`config.mk`:
```
export PLATFORM = sky130hd
export DESIGN_NAME = booth_mult_arbiter
export DESIGN_NICKNAME = d
export VERILOG_FILES = /design/src/rtl/booth_arb_pkg.sv /design/src/rtl/booth_mult_arbiter_rr_pick.sv /design/src/rtl/booth_mult_arbiter.sv
export SDC_FILE = /design/constraint.sdc
export NUM_CORES = 1
export LEC_CHECK = 0
export CAP_MARGIN = 5
export CORE_ASPECT_RATIO = 1.2
export CORE_MARGIN = 2
export CORE_UTILIZATION = 40
export CTS_BUF_LIST = sky130_fd_sc_hd__clkbuf_16
export DETAILED_ROUTE_END_ITERATION = 6
export GPL_TIMING_DRIVEN = 1
export PLACE_DENSITY = 0.79
export REMOVE_ABC_BUFFERS = 1
export SETUP_SLACK_MARGIN = 0.15
export SLEW_MARGIN = 20
export SYNTH_ARGS = -nofsm -noshare
export SYNTH_HDL_FRONTEND = slang
export SYNTH_SLANG_ARGS = --single-unit
```
`constraint.sdc`:
```
create_clock -name clock -period 4.4 [get_ports clock]
set_input_delay 0.66 -clock clock [delete_from_list [all_inputs] [get_ports clock]]
set_output_delay 0.66 -clock clock [all_outputs]
set_load 0.005 [all_outputs]
```
`src/rtl/booth_arb_pkg.sv`:
```
// ---------------------------------------------------------------------------
// booth_arb_pkg
//   Shared definitions for the booth multiplier arbiter:
//   - BOOTH_IN_W / BOOTH_OUT_W : operand and product widths of the shared
//                                modified_booth_algorithm_4bit multiplier
//   - DEFAULT_TIMEOUT_CYC      : default WAIT-state watchdog limit
//   - arb_state_e              : sequencer state encoding
// ---------------------------------------------------------------------------
package booth_arb_pkg;

  localparam int BOOTH_IN_W          = 5;
  localparam int BOOTH_OUT_W         = 10;
  localparam int DEFAULT_TIMEOUT_CYC = 64;

  typedef enum logic [1:0] {
    ST_IDLE  = 2'd0,
    ST_ISSUE = 2'd1,
    ST_WAIT  = 2'd2,
    ST_RESP  = 2'd3
  } arb_state_e;

endpackage

```
`src/rtl/booth_mult_arbiter_rr_pick.sv`:
```
// ---------------------------------------------------------------------------
// rr_pick
//   Combinational round-robin picker. Searches req starting at index ptr and
//   wrapping modulo NUM_REQ; the first set bit wins.
//   Ports:
//     req   in  NUM_REQ  request vector
//     ptr   in  ID_W     index with highest priority (must be < NUM_REQ)
//     grant out NUM_REQ  one-hot grant (all zero when nothing requests)
//     idx   out ID_W     index of the granted bit
//     found out 1        at least one request is set
// ---------------------------------------------------------------------------
module rr_pick #(
  parameter int NUM_REQ = 4,
  parameter int ID_W    = $clog2(NUM_REQ)
) (
  input  logic [NUM_REQ-1:0] req,
  input  logic [ID_W-1:0]    ptr,
  output logic [NUM_REQ-1:0] grant,
  output logic [ID_W-1:0]    idx,
  output logic               found
);

  // One extra bit so ptr + offset cannot overflow before the modulo fold.
  localparam int SW = ID_W + 1;

  logic [SW-1:0]   sum;
  logic [ID_W-1:0] cand;

  // NOTE: every output of a combinational block gets a default at the top so
  // no path leaves it unassigned, which would otherwise infer a latch.
  always_comb begin
    grant = '0;
    idx   = '0;
    found = 1'b0;
    sum   = '0;
    cand  = '0;
    for (int off = 0; off < NUM_REQ; off++) begin
      sum = {1'b0, ptr} + SW'(off);
      if (sum >= SW'(NUM_REQ)) begin
        sum = sum - SW'(NUM_REQ);
      end
      cand = sum[ID_W-1:0];
      if (!found && req[cand]) begin
        found       = 1'b1;
        grant[cand] = 1'b1;
        idx         = cand;
      end
    end
  end

endmodule

```
`src/rtl/booth_mult_arbiter.sv`:
```
// ---------------------------------------------------------------------------
// booth_mult_arbiter
//   Shares one modified_booth_algorithm_4bit multiplier between NUM_REQ
//   requesters. One operand pair is accepted at a time (round-robin), issued
//   to the multiplier with a single-cycle mba_val strobe, and the product is
//   returned to the granted requester with a ready/valid handshake.
//
//   Optional feature macro: BOOTH_ARB_WATCHDOG_EN
//     defined   : WAIT gives up after TIMEOUT_CYC cycles and returns
//                 rsp_data = all ones with rsp_err = 1
//     undefined : WAIT persists until mba_out_val; rsp_err is constant 0
//
//   Ports:
//     clock        in   rising-edge clock
//     reset        in   synchronous active-low reset
//     req_valid    in   [NUM_REQ]        operand pair valid per requester
//     req_a, req_b in   [NUM_REQ*IN_W]   packed operands, slice i = requester i
//     req_ready    out  [NUM_REQ]        one-hot acceptance (IDLE only)
//     rsp_valid    out  [NUM_REQ]        one-hot response valid
//     rsp_ready    in   [NUM_REQ]        response accept per requester
//     rsp_data     out  [OUT_W]          product (or all ones on timeout)
//     rsp_err      out  1                response is a timeout
//     mba_a, mba_b out  [IN_W]           multiplier operands
//     mba_val      out  1                multiplier start strobe
//     mba_out      in   [OUT_W]          multiplier product
//     mba_out_val  in   1                multiplier product valid
//     busy         out  1                not in IDLE
//     grant_id     out  [ID_W]           current / last granted requester
// ---------------------------------------------------------------------------
module booth_mult_arbiter
  import booth_arb_pkg::*;
#(
  parameter int NUM_REQ     = 4,
  parameter int IN_W        = BOOTH_IN_W,
  parameter int OUT_W       = BOOTH_OUT_W,
  parameter int TIMEOUT_CYC = DEFAULT_TIMEOUT_CYC,
  localparam int ID_W       = $clog2(NUM_REQ)
) (
  input  logic                    clock,
  input  logic                    reset,
  input  logic [NUM_REQ-1:0]      req_valid,
  input  logic [NUM_REQ*IN_W-1:0] req_a,
  input  logic [NUM_REQ*IN_W-1:0] req_b,
  output logic [NUM_REQ-1:0]      req_ready,
  output logic [NUM_REQ-1:0]      rsp_valid,
  input  logic [NUM_REQ-1:0]      rsp_ready,
  output logic [OUT_W-1:0]        rsp_data,
  output logic                    rsp_err,
  output logic [IN_W-1:0]         mba_a,
  output logic [IN_W-1:0]         mba_b,
  output logic                    mba_val,
  input  logic [OUT_W-1:0]        mba_out,
  input  logic                    mba_out_val,
  output logic                    busy,
  output logic [ID_W-1:0]         grant_id
);

  arb_state_e          state;
  arb_state_e          next_state;
  logic [ID_W-1:0]     rr_ptr;
  logic [IN_W-1:0]     a_q;
  logic [IN_W-1:0]     b_q;

  logic [NUM_REQ-1:0]  pick_grant;
  logic [ID_W-1:0]     pick_idx;
  logic                pick_found;
  logic                accept;
  logic                rsp_done;
  logic                wd_fire;

  rr_pick #(
    .NUM_REQ (NUM_REQ),
    .ID_W    (ID_W)
  ) u_rr_pick (
    .req   (req_valid),
    .ptr   (rr_ptr),
    .grant (pick_grant),
    .idx   (pick_idx),
    .found (pick_found)
  );

  // The acceptance handshake completes combinationally in IDLE. It is masked
  // while reset is held so no requester sees a handshake the FSM discards.
  assign accept    = (state == ST_IDLE) && reset && pick_found;
  assign req_ready = accept ? pick_grant : '0;

  // Only the granted requester's rsp_ready can close the response.
  assign rsp_done  = (state == ST_RESP) && rsp_ready[grant_id];

  assign rsp_valid = (state == ST_RESP) ? (NUM_REQ'(1) << grant_id) : '0;
  assign mba_val   = (state == ST_ISSUE);
  assign mba_a     = a_q;
  assign mba_b     = b_q;

  always_comb begin
    next_state = state;
    unique case (state)
      ST_IDLE:  if (pick_found)            next_state = ST_ISSUE;
      ST_ISSUE:                            next_state = ST_WAIT;
      ST_WAIT:  if (mba_out_val || wd_fire) next_state = ST_RESP;
      ST_RESP:  if (rsp_done)              next_state = ST_IDLE;
      default:                             next_state = ST_IDLE;
    endcase
  end

  // NOTE: sequential state uses non-blocking assignments so every register
  // samples the pre-edge value of every other register, independent of the
  // order the statements are written in.
  always_ff @(posedge clock) begin
    if (!reset) begin
      state    <= ST_IDLE;
      busy     <= 1'b0;
      rr_ptr   <= '0;
      grant_id <= '0;
      a_q      <= '0;
      b_q      <= '0;
      rsp_data <= '0;
    end else begin
      state <= next_state;
      busy  <= (next_state != ST_IDLE);

      if (accept) begin
        grant_id <= pick_idx;
        a_q      <= req_a[pick_idx*IN_W +: IN_W];
        b_q      <= req_b[pick_idx*IN_W +: IN_W];
      end

      // A product arriving in the same cycle as the timeout still wins.
      if (state == ST_WAIT) begin
        if (mba_out_val) begin
          rsp_data <= mba_out;
        end else if (wd_fire) begin
          rsp_data <= '1;
        end
      end

      if (rsp_done) begin
        rr_ptr <= (grant_id == ID_W'(NUM_REQ - 1)) ? '0 : grant_id + 1'b1;
      end
    end
  end

`ifdef BOOTH_ARB_WATCHDOG_EN
  // Counter holds (WAIT cycle number - 1); it is cleared while in ISSUE so it
  // reads 0 on the first WAIT cycle.
  localparam int WD_W = $clog2(TIMEOUT_CYC + 1);

  logic [WD_W-1:0] wd_cnt;
  logic            rsp_err_q;

  assign wd_fire = (state == ST_WAIT) && (wd_cnt == WD_W'(TIMEOUT_CYC - 1));
  assign rsp_err = rsp_err_q;

  always_ff @(posedge clock) begin
    if (!reset) begin
      wd_cnt    <= '0;
      rsp_err_q <= 1'b0;
    end else begin
      if (state == ST_ISSUE) begin
        wd_cnt <= '0;
      end else if (state == ST_WAIT) begin
        wd_cnt <= wd_cnt + 1'b1;
      end

      if (state == ST_WAIT) begin
        if (mba_out_val) begin
          rsp_err_q <= 1'b0;
        end else if (wd_fire) begin
          rsp_err_q <= 1'b1;
        end
      end
    end
  end
`else
  assign wd_fire = 1'b0;
  assign rsp_err = 1'b0;
`endif

endmodule

```
==> results_dict.tcl, run 1 <==
set metrics [dict create \
    setup_violations 0 \
    clockBufferDepth 2 \
    nFillCells 399 \
    root_buffer "clkbuf_16" \
    worst_slack_ps 702 \
    post_drt_wl_per_cell_um 15.2 \
    hpwl_um 3980 \
    drive_above_1_share_pct 6.41 \
    nNetsFinal 355 \
    layout.area.seq_um2 541 \
    crit_top_cell "nor2_1" \
    port_buffers 92 \
    grt_pass1_vias 1683 \
    worstMarginPinSlew_ps 640 \
    multi_input_area_mm2 0.00123 \
    grt_max_degree 29 \
    drc 0 \
    drt_pre_antenna_iters 4 \
    placed_cells 335 \
    arrival_ps 3040 \
    power.leakage_nw 1.16 \
    setup_tns_ps 0 \
    fin_crit_sh_pct 84.0 \
    synth.area.top_cells "dfxtp_1 28%, mux2i_1 17%, ha_1 7.8%, nor2b_1 4.2%, o221ai_1 3.6%" \
    cpPeakStageDelay_ps 600 \
    path_class "reg2out" \
    die_x_um 67.5 \
    hold_viol_final 0 \
    floorplan.initialDensity_pct 41.8 \
    ys_seq_area_share_pct 28.0 \
    crit_path_end_kind "output port" \
    max_freq_mhz 270 \
    cts.sinks 27 \
    outcome "completed" \
    synth_edf_count 0 \
    synth.avg_cell_area_um2 9.76 \
    synth_most_common_cell "mux2i_1" \
    htreeDepth 1 \
    dieArea_mm2 0.00541 \
    n_antenna_cell 0 \
    vdd_drop_max_v 0.000152 \
    stdcell_count 339 \
    ys_ff_latch 27 \
    cts_tree "done" \
    synth.distinct_cells 45 \
    power_per_cell_area_mw_per_mm2 267 \
    io_pins 94 \
    hold_buffers 0 \
    ys_warn_count 0 \
    viasPerCell 5.31 \
    grt_pass1_wl_um 7630 \
    synth_async_sr_flop_share_pct 0 \
    clk_latency_ps 260 \
    yosysTopAreaCellShare_pct 28.0 \
    wl_um 5140 \
    crit_chain "inv_1 -> ha_1 -> mux4_2 -> nor2b_4 -> a22oi_1 -> nor2_1 -> a221oi_1 -> nor2_1 -> clkdlybuf4s50_1" \
    vias 1801 \
    ys_top_cells_by_count "32 x mux2i_1, 27 x dfxtp_1, 13 x nand3_1, 13 x nor2_1, 13 x nor2b_1" \
    holdWs_ps 486 \
    synth_top_cell_by_area "dfxtp_1" \
    whs_path_depth 2 \
    cts_buffers 3 \
    fin_crit_ps 3700 \
    clk_pin_slew_worst_paths_ps 70 \
    drt.antenna.violating_nets 0 \
    r2r_cells 7 \
    core_area_mm2 0.00463 \
    track_usage_pct 18.2 \
    path_max_fanout 12 \
    netlist_instances 198 \
    maxCapViolCount 0 \
    antenna_found_initial 0 \
    critPathSlowestCell "dfxtp_1" \
    final_max_slew_viol_count 0 \
    final_cell_area_mm2 0.00289 \
    post_cts_buffers 0 \
    rr_startpoint "rr_ptr[1]" \
    die_y_um 80.2 \
    cp-start-kind "register" \
    rsz0062_at_grt "false" \
    drtIter0Drc 82 \
    area_delta_synth_final_pct 49.4 \
    ys.flop_type "dfxtp_1" \
    place_ws_ps 823 \
    fin_worst_skew_ps 1.84 \
    grt_overflow 0 \
    placed_cell_area_mm2 0.00281 \
    cp.required_ps 3740 \
    p_total_mw 0.771 \
    crit_path_start "rr_ptr[1]" \
    cts-resized-gates 0 \
    holdCritPathClass "reg2reg" \
    final_core_util_pct 62.4 \
    syn-cell-area_mm2 0.00193 \
    rows 27 \
    worst_slew_margin_rel_pct 57.2 \
    hold_start "mba_b[2]" \
    routabilityCongestion 0.786 \
]
==> critical path, delay by kind of cell (launching register included) <==
family / cells / cell delay (ps)
AO/OA/AOI/OAI: 2 / 150
adder cells (fa/ha/maj): 1 / 490
buffers and inverters: 2 / 710
flip-flops: 1 / 600
multiplexers: 1 / 450
AND/OR/NAND/NOR: 3 / 380
==> final timing paths <==
check	to	slack, ps
worst min register to register	mba_b[2]	490
worst min-delay path	mba_b[2]	490
worst max-delay path	req_ready[3]	700
worst max register to register	mba_b[3]	1340
==> logic make-up after synthesis <==
kind of cell | Yosys count | share of synthesized area [%]
other | 1 | 0.194
muxes | 37 | 22.0
DFF | 27 | 28.0
adders and majority gates | 12 | 7.77
and+or+nand+nor | 65 | 19.3
AOI/OAI and AO/OA | 34 | 14.2
buffers and inverters | 22 | 8.61
==> routing by layer <==
metal,track usage [%],routed length [um],up-vias
li1,-,-,899
met4,6.73,82,0
met3,3.50,470,7
met5,0,0,-
met2,31.6,2410,78
met1,21.7,2180,817
==> state kept, by name, summed over array words and instances, names as in the netlist <==
signal    flops
rr_ptr        2
busy          1
state         2
rsp_data     10
grant_id      2
mba_a         5
mba_b         5
==> cell usage in the layout (no fill, tap or decap), types with 2 or more instances in the layout <==
cell type / instances
a21oi_1: 3
and3_1: 5
inv_1: 6
o21ai_0: 3
o221ai_2: 2
o21ai_1: 2
nor2b_1: 13
nor2_1: 13
nand3_1: 13
a221oi_1: 4
ha_1: 12
or3_1: 2
a22oi_1: 4
nand4_1: 2
a21boi_0: 2
nand2_1: 6
dfxtp_1: 27
o221ai_1: 8
mux2i_1: 32
and3b_1: 2
buf_4: 3
mux4_2: 3
clkbuf_16: 3
clkdlybuf4s50_1: 92
==> area by class of cell <==
type | instances | area share, %
sequential | 27 | 18.7
multi-input combinational | 149 | 42.4
clock inverter | 1 | 0.303
tap | 58 | 2.51
inverter | 6 | 0.780
timing repair buffer | 95 | 32.7
clock buffer | 3 | 2.60
==> report_power, final <==
part / internal (mW) / switching, mW
combinational: 0.157 / 0.106
clock: 0.126 / 0.0900
sequential: 0.271 / 0.0220
Note: power is estimated with default switching activity, not from simulation.
==> inputs of run 2 (changes only) <==
==> constraint.sdc (replaced) <==
create_clock -name clock -period 3.6 [get_ports clock]
set_input_delay 0.54 -clock clock [delete_from_list [all_inputs] [get_ports clock]]
set_output_delay 0.54 -clock clock [all_outputs]
set_load 0.005 [all_outputs]
==> run 2 against run 1 <==
Critical path depth shrank 1. Hold slack improved by 1.4 ps. Non-clock buffer count grew 1. Worst setup slack got worse by 400 ps. Global-route usage rose by 0.68 points. Die area did not move. Sequential power increased by 22%. Critical path type is now in2out. Critical endpoint is now req_ready[0]. Highest routed layer unchanged.
==> results_dict.tcl, run 2 (synthesized netlist as in run 1, its figures left out) <==
set metrics [dict create \
    io_pins 94 \
    wl_um 5180 \
    cts_tree "done" \
    largest_reg_flops 10 \
    hold_buffers 0 \
    fin_crit_sh_pct 91.6 \
    p_total_mw 0.931 \
    grt_pass1_vias 1742 \
    hold_viol_final 0 \
    setup_violations 0 \
    rsz0062_at_grt "false" \
    viasPerCell 5.38 \
    cp-start-kind "primary input" \
    grt_max_degree 28 \
    grt_pass1_wl_um 7980 \
    die_x_um 67.5 \
    drive_above_1_share_pct 6.74 \
    dieArea_mm2 0.00541 \
    clockBufferDepth 2 \
    nNetsFinal 356 \
    track_usage_pct 18.9 \
    core_area_mm2 0.00463 \
    post_cts_buffers 0 \
    cpPeakStageDelay_ps 570 \
    grt_overflow 0 \
    critPathBufInv 2 \
    post_drt_wl_per_cell_um 15.2 \
    drc 0 \
    rows 27 \
    drt.antenna.violating_nets 0 \
    max_freq_mhz 303 \
    fin_worst_skew_ps 5.09 \
    clk_pin_slew_worst_paths_ps 60 \
    outcome "completed" \
    worst_slew_margin_rel_pct 57.2 \
    clk_latency_ps 260 \
    power.leakage_nw 1.19 \
    drtIter0Drc 98 \
    htreeDepth 1 \
    cts.sinks 27 \
    arrival_ps 2760 \
    r2r_slack_ps 880 \
    largest_register "rsp_data" \
    n_antenna_cell 0 \
    setup_tns_ps 0 \
    vias 1828 \
    crit_family "buffers and inverters" \
    fin_crit_ps 3300 \
    port_buffers 92 \
    floorplan.initialDensity_pct 41.8 \
    crit_path_end_kind "output port" \
    placed_cells 336 \
    antenna_found_initial 0 \
    vdd_drop_max_v 0.000189 \
    worstMarginPinSlew_ps 639 \
    drt_pre_antenna_iters 4 \
    crit_chain "clkdlybuf4s50_1 -> mux4_1 -> nor2b_4 -> a22oi_1 -> nor2_1 -> a221oi_1 -> nor2_1 -> clkdlybuf4s50_1" \
    path_max_fanout 9 \
    cts_buffers 3 \
    stdcell_count 340 \
    final_max_slew_viol_count 0 \
    cp.required_ps 3060 \
    power_per_cell_area_mw_per_mm2 321 \
    holdCritPathClass "reg2reg" \
    maxCapViolCount 0 \
    critPathSlowestCell "mux4_1" \
    path_class "in2out" \
    final_common_cell "clkdlybuf4s50_1" \
    area_delta_synth_final_pct 49.9 \
    die_y_um 80.2 \
    final_cell_mix "90 x clkdlybuf4s50_1, 32 x mux2i_1, 27 x dfxtp_1" \
    root_buffer "clkbuf_16" \
    routabilityCongestion 0.749 \
    hpwl_um 4030 \
]
-- run 2: changes by cell type in the layout (fill, tap and decap cells not counted) --
cell,previous run,this run
dlymetal6s2s_1,0,2
clkdlybuf4s50_1,92,90
inv_6,1,0
clkinv_2,0,1
buf_4,3,4
-- run 2: worst reg2reg max path, delay by kind of cell (launching register included) --
family | cells | cell delay, ps
buf+inv | 1 | 110
mux | 1 | 460
simple gates | 1 | 390
compound gates | 3 | 780
fa+ha+maj | 1 | 500
flops | 1 | 330
-- run 2: where the power goes --
group / switching, mW / leakage, nW / internal (mW) / total (mW)
registers: 0.0265 / 0.221 / 0.332 / 0.358
clock network: 0.102 / 0.0409 / 0.150 / 0.252
logic: 0.130 / 0.924 / 0.191 / 0.321
-- run 2: routing by layer --
metal	global-route usage (%)	part of all wire, %	up-vias	wire length (um)
li1	-	-	902	-
met1	21.9	43	836	2210
met2	33.7	48	85	2470
met3	3.92	8.8	5	455
met4	5.92	0.98	0	51
met5	0	0	-	0
-- run 2: layout make-up --
| class | instances | area (um2) |
|---|---|---|
| tap | 58 | 72.6 |
| sequential | 27 | 541 |
| timing repair buffer | 96 | 956 |
| multi-input combinational | 149 | 1230 |
| clock inverter | 1 | 5.00 |
| clock buffer | 3 | 75.1 |
| fill | 410 | 1730 |
| inverter | 6 | 22.5 |
-- run 2: final timing paths --
kind | start | endpoint | cells after the start
worst max register to register | rr_ptr[0] | mba_b[0] | 7
worst min register to register | mba_a[2] | mba_a[2] | 2
worst max-delay path | req_valid[0] | req_ready[0] | 8
worst min-delay path | mba_a[2] | mba_a[2] | 2
-- run 2: what timing repair did --
action,in CTS,in global routing
endpoints found under the hold margin,0,0
setup endpoints to repair,0,3
gates resized for setup,0,2
-- run 2: stage by stage --
| stage | cell area (um2) | hold WS, ps | worst slack (ps) | utilization, % |
|---|---|---|---|---|
| 4_1_cts | 2890 | 491 | 261 | 62.5 |
| 3_5_place_dp | 2810 | 467 | 271 | 60.8 |
| 5_1_grt | 2900 | 515 | 165 | 62.6 |
| 2_1_floorplan | 1790 | 476 | 545 | - |
| 3_3_place_gp | 2810 | 465 | 334 | 60.8 |
| 6_report | 2900 | 487 | 302 | 62.6 |
==> inputs of run 3 (changes only) <==
--- a/config.mk
+++ b/config.mk
@@ -14,7 +14,6 @@
 export GPL_TIMING_DRIVEN = 1
 export PLACE_DENSITY = 0.79
 export REMOVE_ABC_BUFFERS = 1
-export SETUP_SLACK_MARGIN = 0.15
 export SLEW_MARGIN = 20
 export SYNTH_ARGS = -nofsm -noshare
 export SYNTH_HDL_FRONTEND = slang
==> run 3 against run 2 <==
Highest routed layer unchanged. Cell count unchanged. Hold slack about the same. Die area stayed put. Clock skew about the same. Largest cell class unchanged. Via count down 0.38%. Total power about the same. Critical endpoint unchanged. Flip-flop and latch count unchanged. Register-to-register slack about the same. Design area shrank 0.17%. Combinational power about the same. Clock power about the same.
==> results_dict.tcl, run 3 (synthesized netlist as in run 1, its figures left out) <==
set metrics [dict create \
    final_common_cell "clkdlybuf4s50_1" \
    crit_path_end_kind "output port" \
    rr_startpoint "rr_ptr[0]" \
    worst_slew_margin_rel_pct 57.2 \
    routabilityCongestion 0.749 \
    worstMarginPinSlew_ps 639 \
    cp-start-kind "primary input" \
    maxCapViolCount 0 \
    area_delta_synth_final_pct 49.6 \
    drt.antenna.violating_nets 0 \
    grt_pass1_wl_um 7980 \
    worst_slack_ps 274 \
    outcome "completed" \
    n_antenna_cell 0 \
    vias 1821 \
    hpwl_um 4030 \
    max_freq_mhz 301 \
    drt_pre_antenna_iters 4 \
    power.leakage_nw 1.17 \
    htreeDepth 1 \
    rsz0062_at_grt "false" \
    clk_latency_ps 260 \
    largest_reg_flops 10 \
    post_drt_wl_per_cell_um 15.2 \
    vdd_drop_max_v 0.000189 \
    cts_tree "done" \
    port_buffers 92 \
    root_buffer "clkbuf_16" \
    wl_um 5170 \
    cts.sinks 27 \
    hold_buffers 0 \
    fin_worst_skew_ps 5.15 \
    r2r_slack_ps 880 \
    drtIter0Drc 99 \
    dieArea_mm2 0.00541 \
    hold_path_end "mba_a[2]" \
    hold_viol_final 0 \
    crit_chain "clkdlybuf4s50_1 -> mux4_1 -> nor2b_4 -> a22oi_1 -> nor2_1 -> a221oi_1 -> nor2_1 -> clkdlybuf4s50_1" \
    holdCritPathClass "reg2reg" \
    fin_crit_sh_pct 92.4 \
    path_class "in2out" \
    r2r_end "mba_b[0]" \
    antenna_found_initial 0 \
    floorplan.initialDensity_pct 41.8 \
    drive_above_1_share_pct 6.74 \
    drc 0 \
    clockBufferDepth 2 \
    fin_crit_ps 3330 \
    post_cts_buffers 0 \
    final_cell_mix "92 x clkdlybuf4s50_1, 32 x mux2i_1, 27 x dfxtp_1" \
    cpPeakStageDelay_ps 580 \
    track_usage_pct 18.9 \
    r2r_cells 7 \
    cp.required_ps 3060 \
    path_max_fanout 11 \
    core_area_mm2 0.00463 \
    io_pins 94 \
    whs_path_depth 2 \
    die_x_um 67.5 \
    final_max_slew_viol_count 0 \
    final_core_util_pct 62.5 \
    viasPerCell 5.36 \
    critPathSlowestCell "mux4_1" \
    rows 27 \
    clk_pin_slew_worst_paths_ps 60 \
    place_ws_ps 271 \
    cts_buffers 3 \
    largest_register "rsp_data" \
    nNetsFinal 356 \
    grt_max_degree 28 \
    setup_tns_ps 0 \
    grt_overflow 0 \
    grt_pass1_vias 1742 \
    arrival_ps 2790 \
    cts-resized-gates 0 \
    setup_violations 0 \
    die_y_um 80.2 \
    hold_start "mba_a[2]" \
    power_per_cell_area_mw_per_mm2 322 \
]
-- run 3: cell types whose count changed in the layout (fill, tap and decap cells not counted), sizes merged --
cell / before / now
clkdlybuf4s50: 90 / 92
dlymetal6s2s: 2 / 0
-- run 3: layout make-up --
cell class / count / area [um2]
fill: 410 / 1740
multi-input combinational: 149 / 1230
timing repair buffer: 96 / 951
sequential: 27 / 541
clock buffer: 3 / 75.1
tap: 58 / 72.6
inverter: 6 / 22.5
clock inverter: 1 / 5.00
-- run 3: power by group --
group	switching [mW]	internal, mW	leakage (nW)
clock	0.102	0.150	0.0409
combinational	0.129	0.192	0.906
sequential	0.0266	0.332	0.221
-- run 3: layer usage --
metal  global-route usage (%)  share of wire, %  routed length (um)  up-vias
met5                        0                 0                   0        -
met1                     21.9                43                2210      836
met2                     33.7                48                2460       75
li1                         -                 -                   -      903
met3                     3.92               8.5                 440        7
met4                     5.92               1.2                  60        0
-- run 3: stage by stage --
stage	power [mW]	area (um2)	hold WS, ps	instances
floorplan	0.510	1790	476	182
global placement	0.683	2810	465	336
detailed placement	0.689	2810	467	336
CTS	0.941	2890	491	340
global route	0.982	2890	515	340
finish	0.931	2890	487	340
-- run 3: worst max path at each step --
| stage | startpoint | to | slack, ps | cells after the start |
|---|---|---|---|---|
| final | req_valid[2] | req_ready[0] | 270 | 8 |
| after global routing | req_valid[3] | req_ready[3] | 100 | 8 |
| after CTS | req_valid[2] | req_ready[0] | 260 | 8 |
| after detailed placement | req_valid[2] | req_ready[1] | 270 | 8 |
| after global placement | req_valid[2] | req_ready[3] | 330 | 8 |
| after floorplan | rr_ptr[0] | mba_a[4] | 540 | 8 |
-- run 3: worst max-delay path, delay by kind of cell --
| family | cells | cell delay (ps) |
|---|---|---|
| buf+inv | 2 | 1010 |
| mux | 1 | 580 |
| compound gates | 2 | 370 |
| simple gates | 3 | 280 |
